`src/rtl/cpu16_bus_pkg.sv`:
```
// Shared types and constants for the CPU16 memory/IO bus controller.
package cpu16_bus_pkg;

    typedef enum logic [1:0] {
        REG_RAM,
        REG_ROM,
        REG_IO
    } region_t;

    typedef enum logic [1:0] {
        ST_IDLE,
        ST_WAIT,
        ST_IO_WAIT
    } state_t;

    localparam logic [15:0] DEF_RAM_TOP = 16'h7FFF;
    localparam logic [7:0]  DEF_IO_PAGE = 8'hFE;
    localparam logic [15:0] ERR_DATA    = 16'hFFFF;

endpackage

```
`src/rtl/cpu16_addr_decode.sv`:
```
// Combinational CPU16 address decode: region select and per-region wait-state count.
module cpu16_addr_decode
    import cpu16_bus_pkg::*;
#(
    parameter logic [15:0] RAM_TOP  = DEF_RAM_TOP,
    parameter logic [7:0]  IO_PAGE  = DEF_IO_PAGE,
    parameter int          RAM_WAIT = 0,
    parameter int          ROM_WAIT = 1
) (
    input  logic [15:0] address,
    output region_t     region,
    output logic [3:0]  wait_w
);

    // IO page wins over RAM so the IO window can sit anywhere in the map
    always_comb begin
        region = REG_ROM;
        wait_w = 4'(ROM_WAIT);
        if (address[15:8] == IO_PAGE) begin
            region = REG_IO;
            wait_w = 4'd0;
        end else if (address <= RAM_TOP) begin
            region = REG_RAM;
            wait_w = 4'(RAM_WAIT);
        end
    end

endmodule

```
`src/rtl/cpu16_bus_ctrl.sv`:
```
// CPU16 bus controller: RAM/ROM wait-state insertion and IO req/ack handshake.
// Optional IO ack timeout with sticky bus_err is enabled by defining BUS_TIMEOUT_EN.
module cpu16_bus_ctrl
    import cpu16_bus_pkg::*;
#(
    parameter logic [15:0] RAM_TOP        = DEF_RAM_TOP,
    parameter logic [7:0]  IO_PAGE        = DEF_IO_PAGE,
    parameter int          RAM_WAIT       = 0,
    parameter int          ROM_WAIT       = 1,
    parameter int          TIMEOUT_CYCLES = 64
) (
    input  logic        clk,
    input  logic        reset,
    input  logic [15:0] address,
    input  logic        write,
    input  logic [15:0] dataOut,
    output logic [15:0] dataIn,
    output logic        hold,
    output logic        mem_en,
    output logic        mem_we,
    output logic [15:0] mem_addr,
    output logic [15:0] mem_wdata,
    input  logic [15:0] mem_rdata,
    output logic        io_req,
    output logic        io_we,
    output logic [7:0]  io_addr,
    output logic [15:0] io_wdata,
    input  logic [15:0] io_rdata,
    input  logic        io_ack,
    output logic        bus_err
);

    // state      | meaning
    // ST_IDLE    | accept a new access; zero-wait memory accesses issue here
    // ST_WAIT    | counting memory wait states; issue when cnt reaches 0
    // ST_IO_WAIT | io_req high, waiting for io_ack (or timeout)

    region_t    region;
    logic [3:0] wait_w;
    state_t     state;
    logic [3:0] cnt;
    logic       rd_pend;
    logic       issue;
    logic       tmo;

    cpu16_addr_decode #(
        .RAM_TOP  (RAM_TOP),
        .IO_PAGE  (IO_PAGE),
        .RAM_WAIT (RAM_WAIT),
        .ROM_WAIT (ROM_WAIT)
    ) u_decode (
        .address (address),
        .region  (region),
        .wait_w  (wait_w)
    );

`ifdef BUS_TIMEOUT_EN
    localparam logic [15:0] TMO_LOAD = 16'(TIMEOUT_CYCLES - 1);
    logic [15:0] tcnt;
    assign tmo = (state == ST_IO_WAIT) && !io_ack && (tcnt == 16'd0);
`else
    assign tmo     = 1'b0;
    assign bus_err = 1'b0;
`endif

    always_comb begin
        hold  = 1'b0;
        issue = 1'b0;
        case (state)
            ST_IDLE: begin
                if (region == REG_IO || wait_w != 4'd0) hold = 1'b1;
                else issue = 1'b1;
            end
            ST_WAIT: begin
                if (cnt != 4'd0) hold = 1'b1;
                else issue = 1'b1;
            end
            ST_IO_WAIT: hold = !(io_ack || tmo);
            default: hold = 1'b0;
        endcase
        // reset must silence the bus at once, including any pending write
        if (reset) begin
            hold  = 1'b0;
            issue = 1'b0;
        end
    end

    assign mem_en    = issue && !(write && region == REG_ROM);
    assign mem_we    = issue && write && (region == REG_RAM);
    assign mem_addr  = address;
    assign mem_wdata = dataOut;

    always_ff @(posedge clk or posedge reset) begin
        if (reset) begin
            state    <= ST_IDLE;
            cnt      <= 4'd0;
            rd_pend  <= 1'b0;
            dataIn   <= 16'd0;
            io_req   <= 1'b0;
            io_we    <= 1'b0;
            io_addr  <= 8'd0;
            io_wdata <= 16'd0;
`ifdef BUS_TIMEOUT_EN
            tcnt     <= 16'd0;
            bus_err  <= 1'b0;
`endif
        end else begin
            // synchronous memory returns data the cycle after mem_en
            rd_pend <= mem_en && !mem_we;
            if (rd_pend) dataIn <= mem_rdata;
            case (state)
                ST_IDLE: begin
                    if (region == REG_IO) begin
                        io_req   <= 1'b1;
                        io_we    <= write;
                        io_addr  <= address[7:0];
                        io_wdata <= dataOut;
                        state    <= ST_IO_WAIT;
`ifdef BUS_TIMEOUT_EN
                        tcnt     <= TMO_LOAD;
`endif
                    end else if (wait_w != 4'd0) begin
                        cnt   <= wait_w - 4'd1;
                        state <= ST_WAIT;
                    end
                end
                ST_WAIT: begin
                    if (cnt == 4'd0) state <= ST_IDLE;
                    else cnt <= cnt - 4'd1;
                end
                ST_IO_WAIT: begin
                    if (io_ack) begin
                        io_req <= 1'b0;
                        if (!io_we) dataIn <= io_rdata;
                        state  <= ST_IDLE;
                    end else if (tmo) begin
`ifdef BUS_TIMEOUT_EN
                        io_req  <= 1'b0;
                        if (!io_we) dataIn <= ERR_DATA;
                        bus_err <= 1'b1;
                        state   <= ST_IDLE;
`endif
                    end else begin
`ifdef BUS_TIMEOUT_EN
                        tcnt <= tcnt - 16'd1;
`endif
                    end
                end
                default: state <= ST_IDLE;
            endcase
        end
    end

endmodule

```
`config.mk`:
```
export PLATFORM = sky130hd
export DESIGN_NAME = cpu16_bus_ctrl
export DESIGN_NICKNAME = d
export VERILOG_FILES = /design/src/rtl/cpu16_bus_pkg.sv /design/src/rtl/cpu16_addr_decode.sv /design/src/rtl/cpu16_bus_ctrl.sv
export SDC_FILE = /design/constraint.sdc
export NUM_CORES = 1
export LEC_CHECK = 0
export ABC_CLOCK_PERIOD_IN_PS = 4480
export CAP_MARGIN = 20
export CORE_ASPECT_RATIO = 0.75
export CORE_MARGIN = 2
export CORE_UTILIZATION = 42
export CTS_CLUSTER_DIAMETER = 40
export CTS_CLUSTER_SIZE = 14
export DETAILED_ROUTE_END_ITERATION = 16
export PLACE_DENSITY_LB_ADDON = 0.15
export SYNTH_ARGS = -nofsm -noshare
export SYNTH_HDL_FRONTEND = slang
export SYNTH_HIERARCHICAL = 1
export SYNTH_SLANG_ARGS = --single-unit
```
`constraint.sdc`:
```
create_clock -name clk -period 4.48 [get_ports clk]
set_clock_uncertainty 0.2 [all_clocks]
set_input_delay 1.12 -clock clk [delete_from_list [all_inputs] [get_ports clk]]
set_output_delay 1.12 -clock clk [all_outputs]
set_load 0.05 [all_outputs]
```
Word-level counts from Yosys, hierarchy flattened
Index checks and enable logic that the tools add are counted.
{"block": "classes", "n_eq_ne": 12, "reduce_logical": 20, "n_addsub": 2, "magnitude_cmp": 1, "n_mux": 28}
{"op": "$mux W16", "count": 4}
{"op": "$le A16 B15 Y1 const B", "count": 1}
{"op": "$mux W4", "count": 4}
{"op": "$ne A2 B2 Y1 const B", "count": 6}
{"op": "$mux W1", "count": 10}
{"op": "$mux W2", "count": 5}
{"op": "$eq A8 B8 Y1 const B", "count": 1}
{"op": "$pmux W4 S2", "count": 1}
{"op": "$reduce_bool A4 Y1", "count": 2}
{"op": "$sub A4 B1 Y4 const B", "count": 2}
{"op": "$pmux W2 S3", "count": 1}
{"op": "$reduce_and A3 Y1", "count": 2}
{"op": "$logic_and A1 B1 Y1", "count": 5}
{"op": "$eq A2 B1 Y1 const B", "count": 2}
{"op": "$eq A2 B2 Y1 const B", "count": 2}
{"op": "$logic_not A2 Y1", "count": 2}
{"op": "$logic_not A4 Y1", "count": 1}
{"op": "$pmux W1 S2", "count": 2}
{"op": "$reduce_and A4 Y1", "count": 1}
{"op": "$reduce_bool A2 Y1", "count": 2}
{"op": "$logic_not A1 Y1", "count": 3}
{"op": "$ne A3 B3 Y1 const B", "count": 1}
{"op": "$pmux W1 S3", "count": 1}
{"op": "$reduce_and A2 Y1", "count": 1}
{"op": "$logic_or A1 B1 Y1", "count": 1}
{"block": "totals", "inputBits": 68, "regBits": 49, "out_inout_bits": 78, "wordCells": 71}

Logic depth before layout (Yosys ltp)
Gate-level depths: netlist of the first run.
{"block": "depth", "depth_word": 12, "ltp_mapped": 9, "depth_no_buf": 8}

By module
The synthesis of the first run kept the hierarchy.
{"module": "cpu16_bus_ctrl", "cells_per_inst": 216, "instances": 1, "area_each_um2": 2494.9, "seq_area_each_um2": 1226.2}
{"module": "cpu16_addr_decode", "cells_per_inst": 10, "instances": 1, "area_each_um2": 83.8, "seq_area_each_um2": 0.0}

Least setup slack after synthesis of the first run
OpenSTA, ideal clock, no wires.
{"block": "synth_path", "path_type": "input-to-output", "startpoint": "input address[8]", "endpoint": "output mem_en", "path_buffers": 1, "path_stages": 7, "setup_slack_ps": 11, "t_required_ps": 3160, "arrival_ps": 3149, "cell_sequence": "nand4b_4 o21a_1 buf_4 nor4_4 nand3b_1 a211o_1 a21oi_1"}
{"block": "synth_via", "elab_chain_len": 9, "word_cells_on_any_way": 16, "cone_classes": "order compare: 1; eq/ne: 3; mux: 7; reduce/logical: 5"}
{"item": "start, declared", "line": "cpu16_bus_ctrl.sv:14", "text": "input logic [15:0] address,"}
{"item": "$le A16 B15 Y1", "line": "cpu16_addr_decode.sv:22", "text": "end else if (address <= RAM_TOP) begin"}
{"item": "$mux W1", "line": "cpu16_addr_decode.sv:22"}
{"item": "$mux W2 *", "line": "cpu16_addr_decode.sv:19", "text": "if (address[15:8] == IO_PAGE) begin"}
{"item": "named net region[0]", "line": "cpu16_bus_ctrl.sv:38", "text": "region_t region;"}
{"item": "$eq A2 B2 Y1", "line": "cpu16_bus_ctrl.sv:71", "text": "if (region == REG_IO || wait_w != 4'd0) hold = 1'b1;"}
{"item": "$logic_or A1 B1 Y1", "line": "cpu16_bus_ctrl.sv:71"}
{"item": "$mux W1", "line": "cpu16_bus_ctrl.sv:71"}
{"item": "$pmux W1 S2", "line": "cpu16_bus_ctrl.sv:69", "text": "case (state)"}
{"item": "$mux W1", "line": "cpu16_bus_ctrl.sv:82", "text": "if (reset) begin"}
{"item": "$logic_and A1 B1 Y1 *", "line": "cpu16_bus_ctrl.sv:88", "text": "assign mem_en = issue && !(write && region == REG_ROM);"}
{"item": "end, declared", "line": "cpu16_bus_ctrl.sv:19", "text": "output logic mem_en,"}
The timed path passes the listed nets; every way through them passes the cells marked *.

Worst setup path after layout of the first run
{"block": "layout_path", "startpoint": "input address[13]", "endpoint": "output mem_we"}
{"block": "layout_via", "elab_chain_len": 10, "word_cells_on_any_way": 15, "cone_classes": "order compare: 1; eq/ne: 2; mux: 7; reduce/logical: 5"}
{"item": "$le A16 B15 Y1", "line": "cpu16_addr_decode.sv:22"}
{"item": "$mux W1", "line": "cpu16_addr_decode.sv:22"}
{"item": "$mux W2 *", "line": "cpu16_addr_decode.sv:19"}
{"item": "named net region[0]", "line": "cpu16_bus_ctrl.sv:38"}
{"item": "$eq A2 B2 Y1", "line": "cpu16_bus_ctrl.sv:71"}
{"item": "$logic_or A1 B1 Y1", "line": "cpu16_bus_ctrl.sv:71"}
{"item": "$mux W1", "line": "cpu16_bus_ctrl.sv:71"}
{"item": "$pmux W1 S2", "line": "cpu16_bus_ctrl.sv:69"}
{"item": "$mux W1", "line": "cpu16_bus_ctrl.sv:82"}
{"item": "$logic_and A1 B1 Y1", "line": "cpu16_bus_ctrl.sv:89", "text": "assign mem_we = issue && write && (region == REG_RAM);"}
{"item": "$logic_and A1 B1 Y1 *", "line": "cpu16_bus_ctrl.sv:89"}
{"item": "end, declared", "line": "cpu16_bus_ctrl.sv:20", "text": "output logic mem_we,"}
Marks and branches as above.

==> results of run 1 <==
## cell usage in the layout (no fill, tap or decap), types with 2 or more instances in the layout
master	n
o31a_1	2
nand2b_1	2
a21oi_1	4
dfrtp_1	49
nor2_1	8
mux2i_1	18
clkbuf_8	6
nand3_1	2
nor2b_1	3
nor4_1	2
clkdlybuf4s50_1	140
buf_4	6
a31oi_1	2
nand2_1	19
buf_12	2
o21ai_0	15
inv_1	2
o21ai_1	3
mux2_2	25
conb_1	4
## critical path, cell delays in order
cell and delay (ns):
clkdlybuf4s50_1 0.52, nand4b_4 0.13, o21a_4 0.25, nor4_4 0.16, nand3b_1 0.11, a211o_1 0.30
nor3b_2 0.24, clkbuf_16 0.20
## worst min-delay path by stage
stage / startpoint / endpoint / cells after the start
5_1_grt: io_addr[1] / io_addr[1] / 1
6_report: io_wdata[15] / io_wdata[15] / 1
3_5_place_dp: io_wdata[15] / io_wdata[15] / 1
2_1_floorplan: cnt[3] / cnt[3] / 1
4_1_cts: io_addr[1] / io_addr[1] / 1
3_3_place_gp: io_addr[0] / io_addr[0] / 1
## routing by layer
layer / vias to the layer above / GRT usage (%) / wire length (um)
met5: - / 0 / 0
met4: 0 / 7.085 / 125
met3: 10 / 5.468 / 555
met2: 89 / 29.44 / 2870
met1: 948 / 23.65 / 2569
li1: 965 / - / -
## stage by stage
step / std cells / hold WS (ns) / cell area, um2
floorplan: 228 / 0.2685 / 2586
detailed placement: 408 / 0.2941 / 3869
finish: 416 / 0.3104 / 3980
CTS: 416 / 0.3143 / 3965
global placement: 408 / 0.2883 / 3869
global route: 416 / 0.3372 / 3980
## kinds of logic after synthesis
kind of cell | Yosys count | synth area share [%]
AO/OA/AOI/OAI | 32 | 8.346
adder cells (fa/ha/maj) | 1 | 0.4851
buffers and inverters | 51 | 13.63
flip-flops | 49 | 47.55
multiplexers | 44 | 18.34
other | 2 | 0.2912
AND/OR/NAND/NOR | 47 | 11.35
## flip-flops by register name (all words and copies together) (netlist names)
name / count
io_we: 1
cnt: 4
state: 2
dataIn: 16
rd_pend: 1
io_req: 1
io_addr: 8
io_wdata: 16
## power by group through the flow
stage	Clock [uW]	Combinational, uW	Sequential [uW]
after floorplan	0	310	889
after detailed placement	0	865	630
final	270	859	626
after global routing	295	909	642
after CTS	279	865	626
after global placement	0	852	629
## layout make-up
type	count	area (um2)	share of cell area [%]
well taps	78	97.59	2.452
flip-flops and latches	49	1226	30.81
clock inverters	2	13.76	0.3458
repair buffers	150	1524	38.29
multi-input cells	128	1025	25.75
inverters	3	11.26	0.2829
clock buffers	6	82.58	2.075
==> results.md, run 1 <==
* Register clock-pin slew on the reported worst setup and hold paths at 0.08 ns
* Worst R2R Setup Slack at 2.15 ns
* Area share of the largest cell type after synthesis at between 40 and 50%
* Worst Path Arrival at around 3 ns
* Total routed wirelength at 6119 um
* Clock Latency Late Sink at 0.30 ns
* Total number of vias at between 2000 and 2500
* Yosys warns at 6
* Critical path capture point: mem_we
* Switching Power at approximately 760 uW
* Pre-Repair DR Iteration Count at 7
* Layout cells sized above 1 at 15.98%
* Post-Syn Area at 0.002579 mm2
* Power share of the sequential group at 35.6%
* Grt ovf at 0
* Detailed Place HPWL at roughly 4700 um
* Worst IR drop on VDD at between 400 and 500 uV
* Mapped Cells at between 200 and 250
* Max clock buf depth at 2
* First-pass GRT wire length at 9625 um
* Pleak at 0.001627 uW
* Critical path peak fanout at 5
* Setup TNS at 0 ns
* Clock power share at 15.4%
* Tot GR Track Use at 18.36%
* Switch share at a little over two fifths
* Flops & latches, synth at 49
* Routed Antenna Nets at 0
* Die Area at 0.006789 mm2
* Ys flop type: dfrtp_1
* Post-synth top cells: dfrtp_1, buf_4, mux2_2
* Seq/Total Area, Yosys at 47.55%
* Crit. End Element: output pin
* Core area at 0.005886 mm2
* FMAX at 229.5 MHz
* Vias in the first global route at 1969
* FFs w/ async S/R, synth at 100.0%
* Core Util, Final at 67.62%
* PwrDens at roughly 440 mW/mm2
* Reg2reg path depth at 7
* Starting Density at 43.81%
* Antenna fix cells at 0
* Slew Limit Fails at 0
* # Post-CTS Setup Buffers at 0
* Routed wire length per instance at 14.71 um
* Crit share post-route at 97.27%
* DRT iter0 DRCs at 54
* Measured slew at the worst slew-check pin at around 0.90 ns
* Area delta synth->final at 54.34%
* Critical path class: primary input to output pin
* Post-CTS sizing at 0
* Row count at 24
* Synth top area cells: dfrtp_1, buf_4, mux2_2, mux2i_1, o21ai_0
* Sink Count at 49
* Synthesized area per cell at 11.41 um2
* Initial antenna violation count at 0
* RSZ-0062 raised after global routing: no
* Slew Limit Headroom at 40.04%
* TritonCTS Buffers at 5
* Most common cell in the netlist: dfrtp_1
* Post-synth EDFFs at 0
* Die Y at about 72 um
* DR vias/cell at between 4 and 5
* Port buffer count at 144
* Final setup fails at 0
* Dpl ws at 0.08648 ns
* Int Pwr at 998.4 uW
* HP Class: flop to flop
* Boundary Pins at about 150
* # fillers at 481
* Crit path from: address[13]
* R2R Path Start: state[0]
* Worst setup margin at 0.1221 ns
* Combinational Power Share at approximately half
* Largest net degree at the start of global routing at 50
* Clk Tree Root Cell: clkbuf_8
* WP data required at 3.16 ns
* Final net count at 406
* Htree depth at 2
* Startpoint types: primary input
* Die W at 94.48 um
* Outcome: finished clean
* Final hold viol count at 0
* Gp weighted congestion at 0.7542
* Tot Pwr at 1755 uW
* Synth cell types at 39
* R2r endpoint: cnt[2]
* Area leader, netlist: dfrtp_1
* # DRC at 0
* # hold bufs at CTS at 0
* CTS tree: built
* Min Clock Period, post-route at 4.358 ns
* Max-cap violation count at 0
Note: power is estimated with default switching activity, not from simulation.
==> run 2: changes to the inputs <==
Settings changed: CORE_UTILIZATION 42 to 40.
==> run 2 against run 1 <==
Routed wire length is 1.1% lower. Critical endpoint unchanged. Sequential power hardly changed. Final cell count is 0.72% higher.
==> results.md, run 2 (same netlist as run 1, synthesis figures left out) <==
* Outcome: finished clean
* DRT iter0 DRCs at 55
* Final net count at 406
* Area delta synth->final at 54.49%
* Starting Density at approximately 41%
* FMAX at 227.9 MHz
* Core Util, Final at between 60% and 70%
* Register area at 0.001226 mm2
* Antenna fix cells at 0
* Initial antenna violation count at 0
* Post-CTS sizing at 0
* Tot GR Track Use at 16.19%
* Worst Path Arrival at between 3 and 4 ns
* Slew Limit Headroom at 41.34%
* Regs by FF count: dataIn: 16 flops, io_wdata: 16 flops, io_addr: 8 flops
* Worst R2R Setup Slack at around 2.2 ns
* CTS tree: built
* Slew Limit Fails at 0
* Pleak at 0.001618 uW
* Crit share post-route at 97.94%
* HP Class: flop to flop
* # Post-CTS Setup Buffers at 0
* Min Clock Period, post-route at 4.388 ns
* Clock Latency Late Sink at 0.29 ns
* PwrDens at 450.9 mW/mm2
* Pre-Repair DR Iteration Count at 4
* Commonest non-fill, non-tap cells in the layout: clkdlybuf4s50_1, dfrtp_1, mux2_2, nand2_1, mux2i_1
* Detailed Place HPWL at around 4600 um
* Routed wire length per instance at 14.44 um
* Max clock buf depth at 2
* # hold bufs at CTS at 0
* Min-delay src: cnt[3]
* Total routed wirelength at 6052 um
* Worst IR drop on VDD at 294.3 uV
* Sink Count at 49
* Grt ovf at 0
* Row count at 25
* Crit path from: address[12]
* Largest net degree at the start of global routing at 50
* Hold_ws at around 0.31 ns
* # DRC at 0
* Die Area at 0.007112 mm2
* RSZ-0062 raised after global routing: no
* Vias in the first global route at 1904
* Max-cap violation count at 0
* Critical path peak fanout at 5
* Gp weighted congestion at 0.8982
* Port buffer count at 144
* Crit. End Element: output pin
* Die Y at 73.54 um
* DR vias/cell at 4.792
* Routed Antenna Nets at 0
* Reg2reg path depth at 7
* Tot Pwr at 1797 uW
* Htree depth at 2
* Layout cells sized above 1 at 15.38%
* R2R Path Start: state[0]
* Measured slew at the worst slew-check pin at 0.8800 ns
* Boundary Pins at 146
* First-pass GRT wire length at 9163 um
* Multi-input logic area at 0.001017 mm2
* Final setup fails at 0
* Register clock-pin slew on the reported worst setup and hold paths at 0.09 ns
* Critical path capture point: mem_we
* R2r endpoint: cnt[2]
* Startpoint types: primary input
* Commonest non-fill, non-tap cell in the layout: clkdlybuf4s50_1
* Clk Tree Root Cell: clkbuf_8
* Critical path class: primary input to output pin
* # fillers at 502
* Core area at 0.006256 mm2
* TritonCTS Buffers at 5
* Die W at 96.72 um
* Final hold viol count at 0
* Total number of vias at 2008
* WP data required at between 3 and 4 ns
* Setup TNS at 0 ns
-- run 2: how the worst min path moves through the flow --
stage / cells past startpoint / to
global route: 1 / io_wdata[2]
detailed placement: 1 / io_addr[3]
finish: 1 / cnt[3]
floorplan: 1 / cnt[3]
CTS: 1 / cnt[3]
global placement: 1 / io_wdata[0]
-- run 2: metal layers --
metal	wire length, um	part of all wire [%]	global-route usage, %	vias to the layer above
met5	0	0	0	-
met4	80	1.3	5.321	0
met3	531	8.8	5.709	9
met2	2800	46	26.00	91
met1	2640	44	20.76	934
li1	-	-	-	974
-- run 2: layout make-up --
cell class,count,share of cell area (%)
Timing Repair Buffer,150,38.07
Sequential cell,49,30.78
Multi-Input combinational cell,128,25.53
Tap cell,81,2.544
Clock buffer,6,1.822
Clock inverter,2,0.9736
Inverter,3,0.2827
-- run 2: metrics by stage --
step                      instance area, um2  setup slack [ns]  cells
final                                   3984           0.09215    419
after CTS                               3984           0.08946    419
after global routing                    3984          0.003707    419
after detailed placement                3872           0.09608    411
after floorplan                         2586           0.01096    228
after global placement                  3872            0.1368    411
-- run 2: power by group --
part	switching, uW	total, uW	internal [uW]
Combinational	525	854	330
Clock	149	317	168
Sequential	82.0	625	543
-- run 2: critical path, stage by stage --
cell,delay (ns)
clkdlybuf4s50_1,0.53
nand4b_4,0.12
o21a_1,0.27
nor4_4,0.17
nand3b_1,0.10
a211o_1,0.34
nor3b_2,0.24
buf_12,0.17
==> run 3: changes to the inputs <==
Settings changed: ABC_CLOCK_PERIOD_IN_PS 4480 to 4410, CORE_UTILIZATION 40 to 39.
Clock period 4.48 ns to 4.41 ns, I/O delays scaled along.
==> run 3 against run 2 <==
Non-clock buffer count up 3. Highest routed layer unchanged. Final cell count is 0.72% higher. Die area grew 2.4%. Sequential cell count is the same. Total power grew 1.6%.
==> results.md, run 3 (same netlist as run 1, synthesis figures left out) <==
* Crit. End Element: output pin
* Die W at 97.90 um
* Die Y at 74.42 um
* DRT iter0 DRCs at 41
* First-pass GRT wire length at 9342 um
* Core area at about 0.0063 mm2
* Antenna fix cells at 0
* Total routed wirelength at 6003 um
* Commonest non-fill, non-tap cells in the layout: clkdlybuf4s50_1, dfrtp_1, mux2_2, nand2_1, mux2i_1
* Dpl ws at -0.008287 ns
* Detailed Place HPWL at 4537 um
* Crit share post-route at a little over nine tenths
* Max clock buf depth at 2
* Outcome: finished clean
* Critical path class: primary input to output pin
* Area delta synth->final at 56.87%
* Worst path cell trace: clkdlybuf4s50_1, o21a_4, buf_4, nand2b_1, nand3b_1, a211o_1, nor3b_2, clkbuf_16
* FMAX at 235.2 MHz
* Port buffer count at approximately 140
* Startpoint types: primary input
* Clk Tree Root Cell: clkbuf_8
* Largest stage delay, worst path at 0.52 ns
* DR vias/cell at 4.649
* Grt ovf at 0
* Boundary Pins at around 150
* PwrDens at 451.2 mW/mm2
* Family with the most delay on the worst path: buffers and inverters
* Largest net degree at the start of global routing at 50
* Worst Path Arrival at 2.95 ns
* Layout cells sized above 1 at 17.01%
* Worst path buffer plus inverter count at 3
* Commonest non-fill, non-tap cell in the layout: clkdlybuf4s50_1
* Slew Limit Headroom at a little over two fifths
* Worst setup margin at 0.1590 ns
* Critical path peak fanout at 5
* # DRC at 0
* Sink Count at a little under 50
* Worst IR drop on VDD at roughly 360 uV
* Final setup fails at 0
* Regs by FF count: dataIn: 16 flops, io_wdata: 16 flops, io_addr: 8 flops
* Routed Antenna Nets at 0
* Clock Latency Late Sink at 0.29 ns
* Gp weighted congestion at slightly above 0.8
* Final hold viol count at 0
* Total number of vias at 1962
* Row count at 25
* Max-cap violation count at 0
* Pre-Repair DR Iteration Count at 4
* CTS tree: built
* Slew Limit Fails at 0
* Register clock-pin slew on the reported worst setup and hold paths at 0.08 ns
* Min Clock Period, post-route at 4.251 ns
* Measured slew at the worst slew-check pin at 0.8670 ns
* Pleak at 0.001700 uW
* RSZ-0062 raised after global routing: no
* TritonCTS Buffers at 5
* Slowest CP cell: clkdlybuf4s50_1
* Initial antenna violation count at 0
* Routed wire length per instance at about 14 um
* Final net count at 409
* Starting Density at 40.61%
* Tot GR Track Use at 16.14%
* Vias in the first global route at around 1900
* Core Util, Final at 63.70%
* WP data required at 3.11 ns
* Die Area at 0.007285 mm2
* Htree depth at 2
* HP Class: flop to flop
==> run 3: repair_timing <==
action,in CTS,in global routing
endpoints found under the hold margin,0,0
pin swaps,2,6
gates resized for setup,1,10
endpoints found under the setup margin,1,1
buffers inserted,0,3
hold buffers,0,0
==> run 3: cell type report <==
class                      instances  area, um2
clock inverter                     2      38.79
fill                             535       2305
tap                               81      101.3
clock buffer                       6      72.57
sequential                        49       1226
multi-input combinational        128       1033
inverter                           3      11.26
timing repair buffer             153       1562
==> run 3: final timing paths <==
check                           cells after the start        end        start  slack [ns]
worst max register to register                      7     cnt[2]     state[0]        2.12
worst min-delay path                                1     cnt[3]       cnt[3]        0.30
min in group asynchronous                           3     io_req        reset        1.12
worst max-delay path                                8     mem_we  address[15]        0.16
max in group asynchronous                           3  dataIn[7]        reset        2.46
worst min register to register                      1     cnt[3]       cnt[3]        0.30
==> run 3: stage by stage <==
stage	hold slack [ns]	cells	power, uW	TNS, ns	cell area [um2]
4_1_cts	0.3056	419	1844	0	3989
5_1_grt	0.3227	422	1924	0	4045
6_report	0.3048	422	1825	0	4045
3_5_place_dp	0.2908	411	1519	-0.008287	3876
3_3_place_gp	0.2894	411	1506	0	3876
2_1_floorplan	0.2685	228	1219	0	2590
==> run 3: routing by layer <==
metal,global-route usage (%),routed length (um),vias up
met3,5.827,600,9
met2,25.72,2808,87
li1,-,-,973
met4,5.247,85,0
met5,0,0,-
met1,20.87,2509,893
==> run 3: where the power goes <==
group          internal, uW  switching (uW)  total [uW]
Combinational           336             535         871
Clock                   170             148         319
Sequential              552            83.7         636
Total                  1060             767        1830
